## src/rtl/alu_nibble_sequencer_if.sv

```systemverilog
// rtl/alu_nibble_sequencer_if.sv - operand, slice and result signals of the nibble sequencer
interface alu_nibble_sequencer_if #(
  parameter int NIBBLES = 4
);
  localparam int W = 4 * NIBBLES;

  // upstream operand handshake
  logic         in_valid;
  logic         in_ready;
  logic [3:0]   in_s;
  logic [W-1:0] in_a;
  logic [W-1:0] in_b;
  logic         in_c_in;

  // 4-bit arithmetic slice connection
  logic [3:0]   au_s;
  logic [3:0]   au_a;
  logic [3:0]   au_b;
  logic         au_c_in;
  logic [3:0]   au_f;
  logic         au_c_out;

  // downstream result handshake
  logic         out_valid;
  logic         out_ready;
  logic [W-1:0] out_f;
  logic         out_c_out;
  logic         out_zero;

  // sequencer side
  modport slave (
    input  in_valid, in_s, in_a, in_b, in_c_in,
    output in_ready,
    output au_s, au_a, au_b, au_c_in,
    input  au_f, au_c_out,
    output out_valid, out_f, out_c_out, out_zero,
    input  out_ready
  );

  // operand source, slice and result consumer side
  modport master (
    output in_valid, in_s, in_a, in_b, in_c_in,
    input  in_ready,
    input  au_s, au_a, au_b, au_c_in,
    output au_f, au_c_out,
    input  out_valid, out_f, out_c_out, out_zero,
    output out_ready
  );
endinterface

```

## src/rtl/alu_nibble_sequencer.sv

```systemverilog
// rtl/alu_nibble_sequencer.sv - wide arithmetic via one 4-bit slice, one nibble per cycle
module alu_nibble_sequencer #(
  parameter int NIBBLES = 4
) (
  input  logic                   clk,
  input  logic                   rst_n,
  alu_nibble_sequencer_if.slave  bus
);
  localparam int W     = 4 * NIBBLES;
  localparam int IDX_W = (NIBBLES > 1) ? $clog2(NIBBLES) : 1;
  localparam logic [IDX_W-1:0] IDX_LAST = IDX_W'(NIBBLES - 1);

  typedef enum logic [1:0] {
    IDLE = 2'd0,
    RUN  = 2'd1,
    DONE = 2'd2
  } state_t;

  state_t           state;
  logic [IDX_W-1:0] idx;
  logic             carry;
  logic [W-1:0]     a_q;
  logic [W-1:0]     b_q;
  logic [3:0]       s_q;
  logic [W-1:0]     result;
  logic [W-1:0]     out_f_q;
  logic             out_c_out_q;
  logic             out_zero_q;

  // bit offset of the nibble currently in flight
  logic [IDX_W+1:0] base;
  logic [W-1:0]     result_nxt;
  logic             running;

  assign base    = {idx, 2'b00};
  assign running = (state == RUN);

  // result word with the current slice output merged into its nibble
  always_comb begin
    result_nxt = result;
    result_nxt[base +: 4] = bus.au_f;
  end

  // slice drive: operand nibbles only while running, select always visible
  assign bus.au_s    = s_q;
  assign bus.au_a    = running ? a_q[base +: 4] : 4'h0;
  assign bus.au_b    = running ? b_q[base +: 4] : 4'h0;
  assign bus.au_c_in = running ? carry : 1'b0;

  assign bus.in_ready  = (state == IDLE);
  assign bus.out_valid = (state == DONE);
  assign bus.out_f     = out_f_q;
  assign bus.out_c_out = out_c_out_q;
  assign bus.out_zero  = out_zero_q;

  // sequencer FSM: capture operands, walk nibbles LSB first, hold result until taken
  always_ff @(posedge clk or negedge rst_n) begin
    if (!rst_n) begin
      state       <= IDLE;
      idx         <= '0;
      carry       <= 1'b0;
      a_q         <= '0;
      b_q         <= '0;
      s_q         <= 4'h0;
      result      <= '0;
      out_f_q     <= '0;
      out_c_out_q <= 1'b0;
      out_zero_q  <= 1'b1;
    end else begin
      case (state)
        IDLE: begin
          if (bus.in_valid) begin
            a_q   <= bus.in_a;
            b_q   <= bus.in_b;
            s_q   <= bus.in_s;
            carry <= bus.in_c_in;
            idx   <= '0;
            state <= RUN;
          end
        end
        RUN: begin
          result <= result_nxt;
          carry  <= bus.au_c_out;
          if (idx == IDX_LAST) begin
            out_f_q     <= result_nxt;
            out_c_out_q <= bus.au_c_out;
            out_zero_q  <= ~|result_nxt;
            state       <= DONE;
          end else begin
            idx <= idx + 1'b1;
          end
        end
        DONE: begin
          if (bus.out_ready) begin
            state <= IDLE;
          end
        end
        default: begin
          state <= IDLE;
        end
      endcase
    end
  end
endmodule

```

## src/flat_wrapper.sv

```systemverilog
// flat-port wrapper written by rule: the top's interface ports become plain ports
module alu_nibble_sequencer_flat 
#(
  parameter int NIBBLES = 4
)
  (clk, rst_n, bus_in_valid, bus_in_s, bus_in_a, bus_in_b, bus_in_c_in, bus_in_ready, bus_au_s, bus_au_a, bus_au_b, bus_au_c_in, bus_au_f, bus_au_c_out, bus_out_valid, bus_out_f, bus_out_c_out, bus_out_zero, bus_out_ready);
  alu_nibble_sequencer_if #(.NIBBLES(NIBBLES)) bus_i ();
  input  logic clk;
  input  logic rst_n;
  input wire logic [$bits(bus_i.in_valid)-1:0] bus_in_valid;
  input wire logic [$bits(bus_i.in_s)-1:0] bus_in_s;
  input wire logic [$bits(bus_i.in_a)-1:0] bus_in_a;
  input wire logic [$bits(bus_i.in_b)-1:0] bus_in_b;
  input wire logic [$bits(bus_i.in_c_in)-1:0] bus_in_c_in;
  output wire logic [$bits(bus_i.in_ready)-1:0] bus_in_ready;
  output wire logic [$bits(bus_i.au_s)-1:0] bus_au_s;
  output wire logic [$bits(bus_i.au_a)-1:0] bus_au_a;
  output wire logic [$bits(bus_i.au_b)-1:0] bus_au_b;
  output wire logic [$bits(bus_i.au_c_in)-1:0] bus_au_c_in;
  input wire logic [$bits(bus_i.au_f)-1:0] bus_au_f;
  input wire logic [$bits(bus_i.au_c_out)-1:0] bus_au_c_out;
  output wire logic [$bits(bus_i.out_valid)-1:0] bus_out_valid;
  output wire logic [$bits(bus_i.out_f)-1:0] bus_out_f;
  output wire logic [$bits(bus_i.out_c_out)-1:0] bus_out_c_out;
  output wire logic [$bits(bus_i.out_zero)-1:0] bus_out_zero;
  input wire logic [$bits(bus_i.out_ready)-1:0] bus_out_ready;
  assign bus_i.in_valid = bus_in_valid;
  assign bus_i.in_s = bus_in_s;
  assign bus_i.in_a = bus_in_a;
  assign bus_i.in_b = bus_in_b;
  assign bus_i.in_c_in = bus_in_c_in;
  assign bus_in_ready = bus_i.in_ready;
  assign bus_au_s = bus_i.au_s;
  assign bus_au_a = bus_i.au_a;
  assign bus_au_b = bus_i.au_b;
  assign bus_au_c_in = bus_i.au_c_in;
  assign bus_i.au_f = bus_au_f;
  assign bus_i.au_c_out = bus_au_c_out;
  assign bus_out_valid = bus_i.out_valid;
  assign bus_out_f = bus_i.out_f;
  assign bus_out_c_out = bus_i.out_c_out;
  assign bus_out_zero = bus_i.out_zero;
  assign bus_i.out_ready = bus_out_ready;
  alu_nibble_sequencer #(.NIBBLES(NIBBLES)) u_core (.clk(clk), .rst_n(rst_n), .bus(bus_i));
endmodule
```

## config.mk

```make
export PLATFORM = sky130hd
export DESIGN_NAME = alu_nibble_sequencer_flat
export DESIGN_NICKNAME = d
export VERILOG_FILES = /design/src/rtl/alu_nibble_sequencer_if.sv /design/src/rtl/alu_nibble_sequencer.sv /design/src/flat_wrapper.sv
export SDC_FILE = /design/constraint.sdc
export NUM_CORES = 1
export LEC_CHECK = 0
export BUFFER_PORTS_ARGS = -buffer_cell sky130_fd_sc_hd__clkbuf_2
export CAP_MARGIN = 40
export CORE_ASPECT_RATIO = 0.6
export CORE_UTILIZATION = 58
export CTS_BUF_LIST = sky130_fd_sc_hd__clkbuf_8 sky130_fd_sc_hd__clkbuf_16
export CTS_CLUSTER_SIZE = 24
export DETAILED_ROUTE_END_ITERATION = 10
export GPL_TIMING_DRIVEN = 0
export PLACE_DENSITY = 0.87
export SLEW_MARGIN = 5
export SYNTH_ARGS = -nofsm -noshare
export SYNTH_HDL_FRONTEND = slang
export SYNTH_SLANG_ARGS = --single-unit
```

## constraint.sdc

```tcl
create_clock -name clk -period 6.3 [get_ports clk]
set_input_delay 0.315 -clock clk [delete_from_list [all_inputs] [get_ports clk]]
set_output_delay 0.315 -clock clk [all_outputs]
set_load 0.02 [all_outputs]
```

==> results of run 1 <==
## synth_stat cells, types with 2 or more instances
cell	instances	area, sq um
o21ai_0	23	115
nor2b_1	17	106
nand2b_1	4	25.0
clkbuf_1	14	52.6
a31oi_1	2	12.5
dfrtp_1	74	1850
buf_2	4	20.0
a32o_1	3	30.0
mux2_2	38	428
and2_1	11	68.8
nand2_1	26	97.6
a21oi_1	13	65.1
inv_1	4	15.0
ha_1	6	75.1
nor4_1	2	12.5
a22o_1	11	96.3
mux2i_1	2	20.0
buf_4	2	15.0
mux4_2	5	113
nor2_1	13	48.8
mux4_1	3	78.8
nand3b_1	2	15.0
## metal layers
layer	GRT usage, %	part of all wire [%]	vias to the layer above
met2	42.8	46	114
met4	7.04	1.7	0
met3	9.73	7.2	17
met5	0	0	-
met1	42.5	45	1385
li1	-	-	1249
## what timing repair did
action,CTS,global route
hold endpoints to repair,35,0
setup endpoints to repair,0,0
setup buffers,0,0
hold buffers,1,0
## stage by stage
stage	total power (uW)	cells	hold slack [ns]	setup slack, ns
after CTS	2410	473	0.147	3.63
after floorplan	1640	299	0.0194	3.99
after detailed placement	1990	456	0.340	3.68
after global placement	1930	455	0.458	3.74
final	2420	473	0.150	3.55
after global routing	2580	473	0.163	3.44
## kinds of logic after synthesis
| kind of cell | Yosys count |
|---|---|
| buf+inv | 25 |
| mux | 48 |
| compound gates | 62 |
| flops | 75 |
| fa+ha+maj | 6 |
| simple gates | 83 |
## critical path, stage by stage (launching register included)
cell	delay [ns]
dfrtp_1	0.41
clkbuf_1	0.51
inv_1	0.18
ha_1	0.31
buf_4	0.17
nor4bb_1	0.27
clkbuf_1	0.33
o2bb2ai_1	0.17
a211oi_1	0.09
a41o_1	0.22
## where the power goes
| group | switching, uW | total (uW) | internal, uW |
|---|---|---|---|
| Clock | 183 | 417 | 234 |
| Combinational | 636 | 1150 | 515 |
| Sequential | 143 | 854 | 711 |
## final cells by class
class	count	area, sq um	area share, %
clock buffer	10	138	3.20
tap	80	100	2.33
inverter	4	15.0	0.349
sequential	75	1880	43.7
multi-input combinational	199	1570	36.4
clock inverter	6	88.8	2.07
buffer	21	98.8	2.30
timing repair buffer	78	413	9.61
## state kept, by name, indices dropped and copies added, names as in the netlist
signal,cells
u_core.idx,2
u_core.bus.out_c_out,1
u_core.bus.out_zero,1
u_core.a_q,16
u_core.result,16
u_core.state,2
u_core.bus.out_f,16
u_core.bus.au_s,4
u_core.b_q,16
u_core.carry,1
## final timing paths
kind                                       from                    to  slack, ns  cells after the start
hold reg to reg            u_core.bus.out_f[14]  u_core.bus.out_f[14]       0.49                      2
min in group asynchronous                 rst_n         u_core.b_q[9]       0.51                      2
max in group asynchronous                 rst_n         u_core.a_q[3]       5.22                      3
setup reg to reg                  u_core.idx[1]   u_core.bus.out_zero       3.55                      9
setup / recovery                  u_core.idx[1]   u_core.bus.out_zero       3.55                      9
hold / removal                    bus_out_ready       u_core.state[1]       0.15                      2
## cells in the final DEF, fill, tap and decap left out, types with 11 or more instances in the layout
| cell type | n |
|---|---|
| clkbuf_2 | 75 |
| dfrtp_1 | 74 |
| mux2_2 | 38 |
| nand2_1 | 26 |
| o21ai_0 | 23 |
| nor2b_1 | 17 |
| clkbuf_1 | 14 |
| nor2_1 | 13 |
| a21oi_1 | 13 |
| and2_1 | 11 |
| a22o_1 | 11 |
==> impl_metrics.py, run 1 <==
metrics = {
    "outcome": {
        "run_status": "completed",
    },
    "routing": {
        "wl_per_cell_microns": 17.7,
        "wl_mm": 8.37,
        "ant_nets": 0,
        "via_count": 2765,
        "drt-vias-per-instance": 5.85,
        "first_pass_iters": 6,
        "drt_iter0_markers": 190,
        "drc": 0,
    },
    "worst_setup_path": {
        "startpoint_type": "flop",
        "path_class": "reg2reg",
        "arrival_ns": 3.03,
        "end_kind": "flop",
        "cp_max_fo": 10,
        "crit_required_ns": 6.59,
    },
    "yosys": {
        "ys_seq_area_share_pct": 52.8,
        "synth_edf_count": 0,
        "syn_area_per_cell_sq_um": 11.9,
        "syn_inst": 299,
        "netlist_area_sq_mm": 0.00356,
        "muxShareOfSynthArea_pct": 18.0,
        "synth_nets": 351,
        "yosysWarningCount": 0,
        "synth.distinct_cells": 42,
        "synth-simple-area-share_pct": 12.6,
        "yosys.area_share.xor_xnor_pct": 0,
        "synth_top_family_by_area": "multiplexers",
        "synth_compound_area_share_pct": 11.4,
        "ys_seq_elements": 75,
        "ys_async_sr_fraction_pct": 100,
        "synthFlopType": "dfrtp_1",
        "synth_fa_ha_area_share_pct": 2.11,
    },
    "place": {
        "place.gp.congestion": 0.890,
        "dp_hpwl_mm": 5.99,
        "port_buffers": 76,
        "placed_area_sq_mm": 0.00406,
    },
    "min_path": {
        "hold_class": "in2reg",
    },
    "floorplanning": {
        "core_sq_mm": 0.00575,
        "start_util_pct": 61.8,
        "io_pins": 79,
        "dieArea_sq_mm": 0.00646,
        "die-height_microns": 62.7,
        "fp-row-count": 21,
        "die-width_microns": 103,
    },
    "timing": {
        "slew_headroom_pct": 58.3,
        "final-setup-viol-count": 0,
        "grt_setup_unrepaired": "no",
        "tns_ns": 0,
        "clock_skew_ns": 0.00896,
        "period_share_pct": 43.6,
        "tightest_slew_ns": 0.626,
        "final.min_clock_period_ns": 2.75,
        "finalMaxSlewViolations": 0,
        "timing.fmax_mhz": 364,
        "hold_viol_final": 0,
    },
    "layout": {
        "design_area_sq_mm": 0.00430,
        "nets": 440,
        "n_fill_cell": 403,
        "syn2layout_area_growth_pct": 20.8,
        "postLayoutCoreUtil_pct": 74.7,
        "num_antenna_cells": 0,
        "drive_gt1_share_pct": 37.2,
    },
    "clock_network": {
        "ctsResizeCount": 0,
        "cts_buffer_depth": 2,
        "root_buffer": "clkbuf_8",
        "cts_tree": "built",
        "cts.sinks": 75,
        "clkLatencyLatePin_ns": 0.36,
        "clkTransAtPathRegs_ns": 0.08,
        "h-tree-depth": 3,
        "cts_buffers": 9,
    },
    "global_routing": {
        "antenna_found_initial": 0,
        "grt_pass1_vias": 2723,
        "grt_pass1_wl_mm": 13.9,
        "grt_max_degree": 40,
        "grt.overflow.total": 0,
        "grt_use_total_pct": 29.3,
    },
    "power_and_ir_drop": {
        "leakagePower_uw": 0.00201,
        "peakVddDrop_v": 0.000253,
        "p_per_area_mw_per_mm2": 563,
    },
    "run": {
        "drv_cap": 0,
    },
}
No activity file was read; power rests on OpenSTA's default activity.
==> run 2: changes to the inputs <==
--- a/config.mk
+++ b/config.mk
@@ -8,12 +8,12 @@
 export BUFFER_PORTS_ARGS = -buffer_cell sky130_fd_sc_hd__clkbuf_2
 export CAP_MARGIN = 40
 export CORE_ASPECT_RATIO = 0.6
-export CORE_UTILIZATION = 58
+export CORE_UTILIZATION = 54
 export CTS_BUF_LIST = sky130_fd_sc_hd__clkbuf_8 sky130_fd_sc_hd__clkbuf_16
 export CTS_CLUSTER_SIZE = 24
 export DETAILED_ROUTE_END_ITERATION = 10
 export GPL_TIMING_DRIVEN = 0
-export PLACE_DENSITY = 0.87
+export PLACE_DENSITY = 0.82
 export SLEW_MARGIN = 5
 export SYNTH_ARGS = -nofsm -noshare
 export SYNTH_HDL_FRONTEND = slang
==> constraint.sdc (replaced) <==
create_clock -name clk -period 2.8 [get_ports clk]
set_input_delay 0.14 -clock clk [delete_from_list [all_inputs] [get_ports clk]]
set_output_delay 0.14 -clock clk [all_outputs]
set_load 0.02 [all_outputs]
==> run 2 against run 1 <==
Compared with the run above: design area grew 2.6%; utilization shrank 4.1 points; flip-flop and latch count is the same; worst hold slack lost 0.14 ns; non-clock buffer count grew 11.
==> impl_metrics.py, run 2 (synthesized netlist as in run 1, its figures left out) <==
metrics = {
    "outcome": {
        "run_status": "completed",
    },
    "clock_network": {
        "h-tree-depth": 3,
        "cts.sinks": 75,
        "cts_tree": "built",
        "cts_buffer_depth": 2,
        "postCtsSetupRepairBufs": 0,
        "root_buffer": "clkbuf_8",
        "cts_buffers": 9,
        "clkLatencyLatePin_ns": 0.37,
        "clkTransAtPathRegs_ns": 0.08,
    },
    "layout": {
        "nets": 451,
        "final_cell_mix": "clkbuf_2, dfrtp_1, mux2_2, nand2_1, o21ai_0",
        "final_common_cell": "clkbuf_2",
        "syn2layout_area_growth_pct": 23.9,
        "postLayoutCoreUtil_pct": 70.6,
        "design_area_sq_mm": 0.00441,
        "num_antenna_cells": 0,
        "drive_gt1_share_pct": 36.1,
        "instances_no_fill": 488,
    },
    "timing": {
        "grt_setup_unrepaired": "yes",
        "timing.hold.ws_ns": 0.00661,
        "finalMaxSlewViolations": 0,
        "final-setup-viol-count": 0,
        "period_share_pct": 95.1,
        "timing.fmax_mhz": 375,
        "hold_viol_final": 0,
        "clock_skew_ns": 0.0127,
        "slew_headroom_pct": 61.3,
        "tightest_slew_ns": 0.581,
        "final.min_clock_period_ns": 2.66,
        "worst_slack_ns": 0.136,
    },
    "global_routing": {
        "grt_use_total_pct": 28.6,
        "grt_pass1_wl_mm": 14.4,
        "grt_pass1_vias": 2713,
        "grt.overflow.total": 0,
        "antenna_found_initial": 0,
        "grt_max_degree": 51,
    },
    "routing": {
        "drt_iter0_markers": 250,
        "wl_per_cell_microns": 18.3,
        "wl_mm": 8.93,
        "ant_nets": 0,
        "drt-vias-per-instance": 5.77,
        "drc": 0,
        "via_count": 2816,
        "first_pass_iters": 5,
    },
    "worst_setup_path": {
        "r2r-start": "u_core.idx[0]",
        "end_kind": "flop",
        "crit_required_ns": 3.10,
        "cp_max_fo": 10,
        "arrival_ns": 2.96,
        "startpoint": "u_core.idx[0]",
        "startpoint_type": "flop",
        "path_class": "reg2reg",
    },
    "floorplanning": {
        "dieArea_sq_mm": 0.00693,
        "io_pins": 79,
        "die-width_microns": 107,
        "fp-row-count": 22,
        "die-height_microns": 64.9,
        "core_sq_mm": 0.00625,
        "start_util_pct": 56.9,
    },
    "power_and_ir_drop": {
        "clkPwrFrac_pct": 15.8,
        "leakagePower_uw": 0.00205,
        "p_per_area_mw_per_mm2": 1230,
        "internal_power_uw": 3210,
        "p_switching_uw": 2200,
        "seqPwrFrac_pct": 35.6,
        "p_sw_share_pct": 40.7,
        "peakVddDrop_v": 0.000539,
        "p_comb_share_pct": 48.7,
    },
    "place": {
        "placed_area_sq_mm": 0.00407,
        "port_buffers": 76,
        "dp_hpwl_mm": 6.29,
        "place.gp.congestion": 0.845,
        "placedCellCount": 460,
        "pre_cts_ws_ns": 0.150,
    },
    "min_path": {
        "hold_class": "in2reg",
        "hold_start": "bus_au_c_out",
    },
    "run": {
        "drv_cap": 0,
    },
}
[run 2: metrics by stage]
stage                     TNS, ns  total power [uW]
final                           0              5420
after global routing      -0.0224              5740
after CTS                       0              5370
after detailed placement        0              4500
after global placement          0              4340
after floorplan                 0              3700
[run 2: final timing paths]
check / cells past startpoint / endpoint / slack, ns
worst max-delay path: 8 / u_core.bus.out_zero / 0.14
worst min-delay path: 3 / u_core.carry / 0.007
worst max register to register: 8 / u_core.bus.out_zero / 0.14
worst min register to register: 2 / u_core.result[1] / 0.48
max in group asynchronous: 3 / u_core.result[7] / 1.95
min in group asynchronous: 2 / u_core.bus.out_f[7] / 0.28
[run 2: repair_timing]
| item | 4_1_cts | 5_1_grt |
|---|---|---|
| hold endpoints to repair | 35 | 0 |
| endpoints found under the setup margin | 0 | 4 |
| resized for setup | 0 | 3 |
| hold buffers | 12 | 0 |
[run 2: power by group through the flow]
stage                     clock network (uW)  logic [uW]  registers [uW]
after floorplan                            0        1700            2000
after global placement                     0        2460            1880
after detailed placement                   0        2560            1940
after CTS                                866        2590            1910
after global routing                     906        2850            1980
final                                    853        2640            1930
[run 2: area by class of cell]
class                   count  area (sq um)
flip-flops and latches     75          1880
fillers                   451          1840
multi-input cells         199          1580
repair buffers             89           531
clock buffers              10           138
well taps                  84           105
plain buffers              21           103
clock inverters             6          65.1
inverters                   4          15.0
[run 2: metal layers]
metal	routed length [microns]	vias to the layer above	part of all wire [%]	track usage, %
met5	0	-	0	0
met4	140	0	1.6	10.6
met3	684	15	7.7	6.54
met2	4210	142	47	45.3
met1	3890	1378	44	38.7
li1	-	1281	-	-
[run 2: critical path, stage by stage (launching register included)]
cell and delay (ns):
dfrtp_1 0.44, buf_6 0.18, clkbuf_4 0.23, inv_1 0.15, ha_1 0.33, clkbuf_1 0.46
nor2b_1 0.12, a41oi_1 0.45, a41o_1 0.24
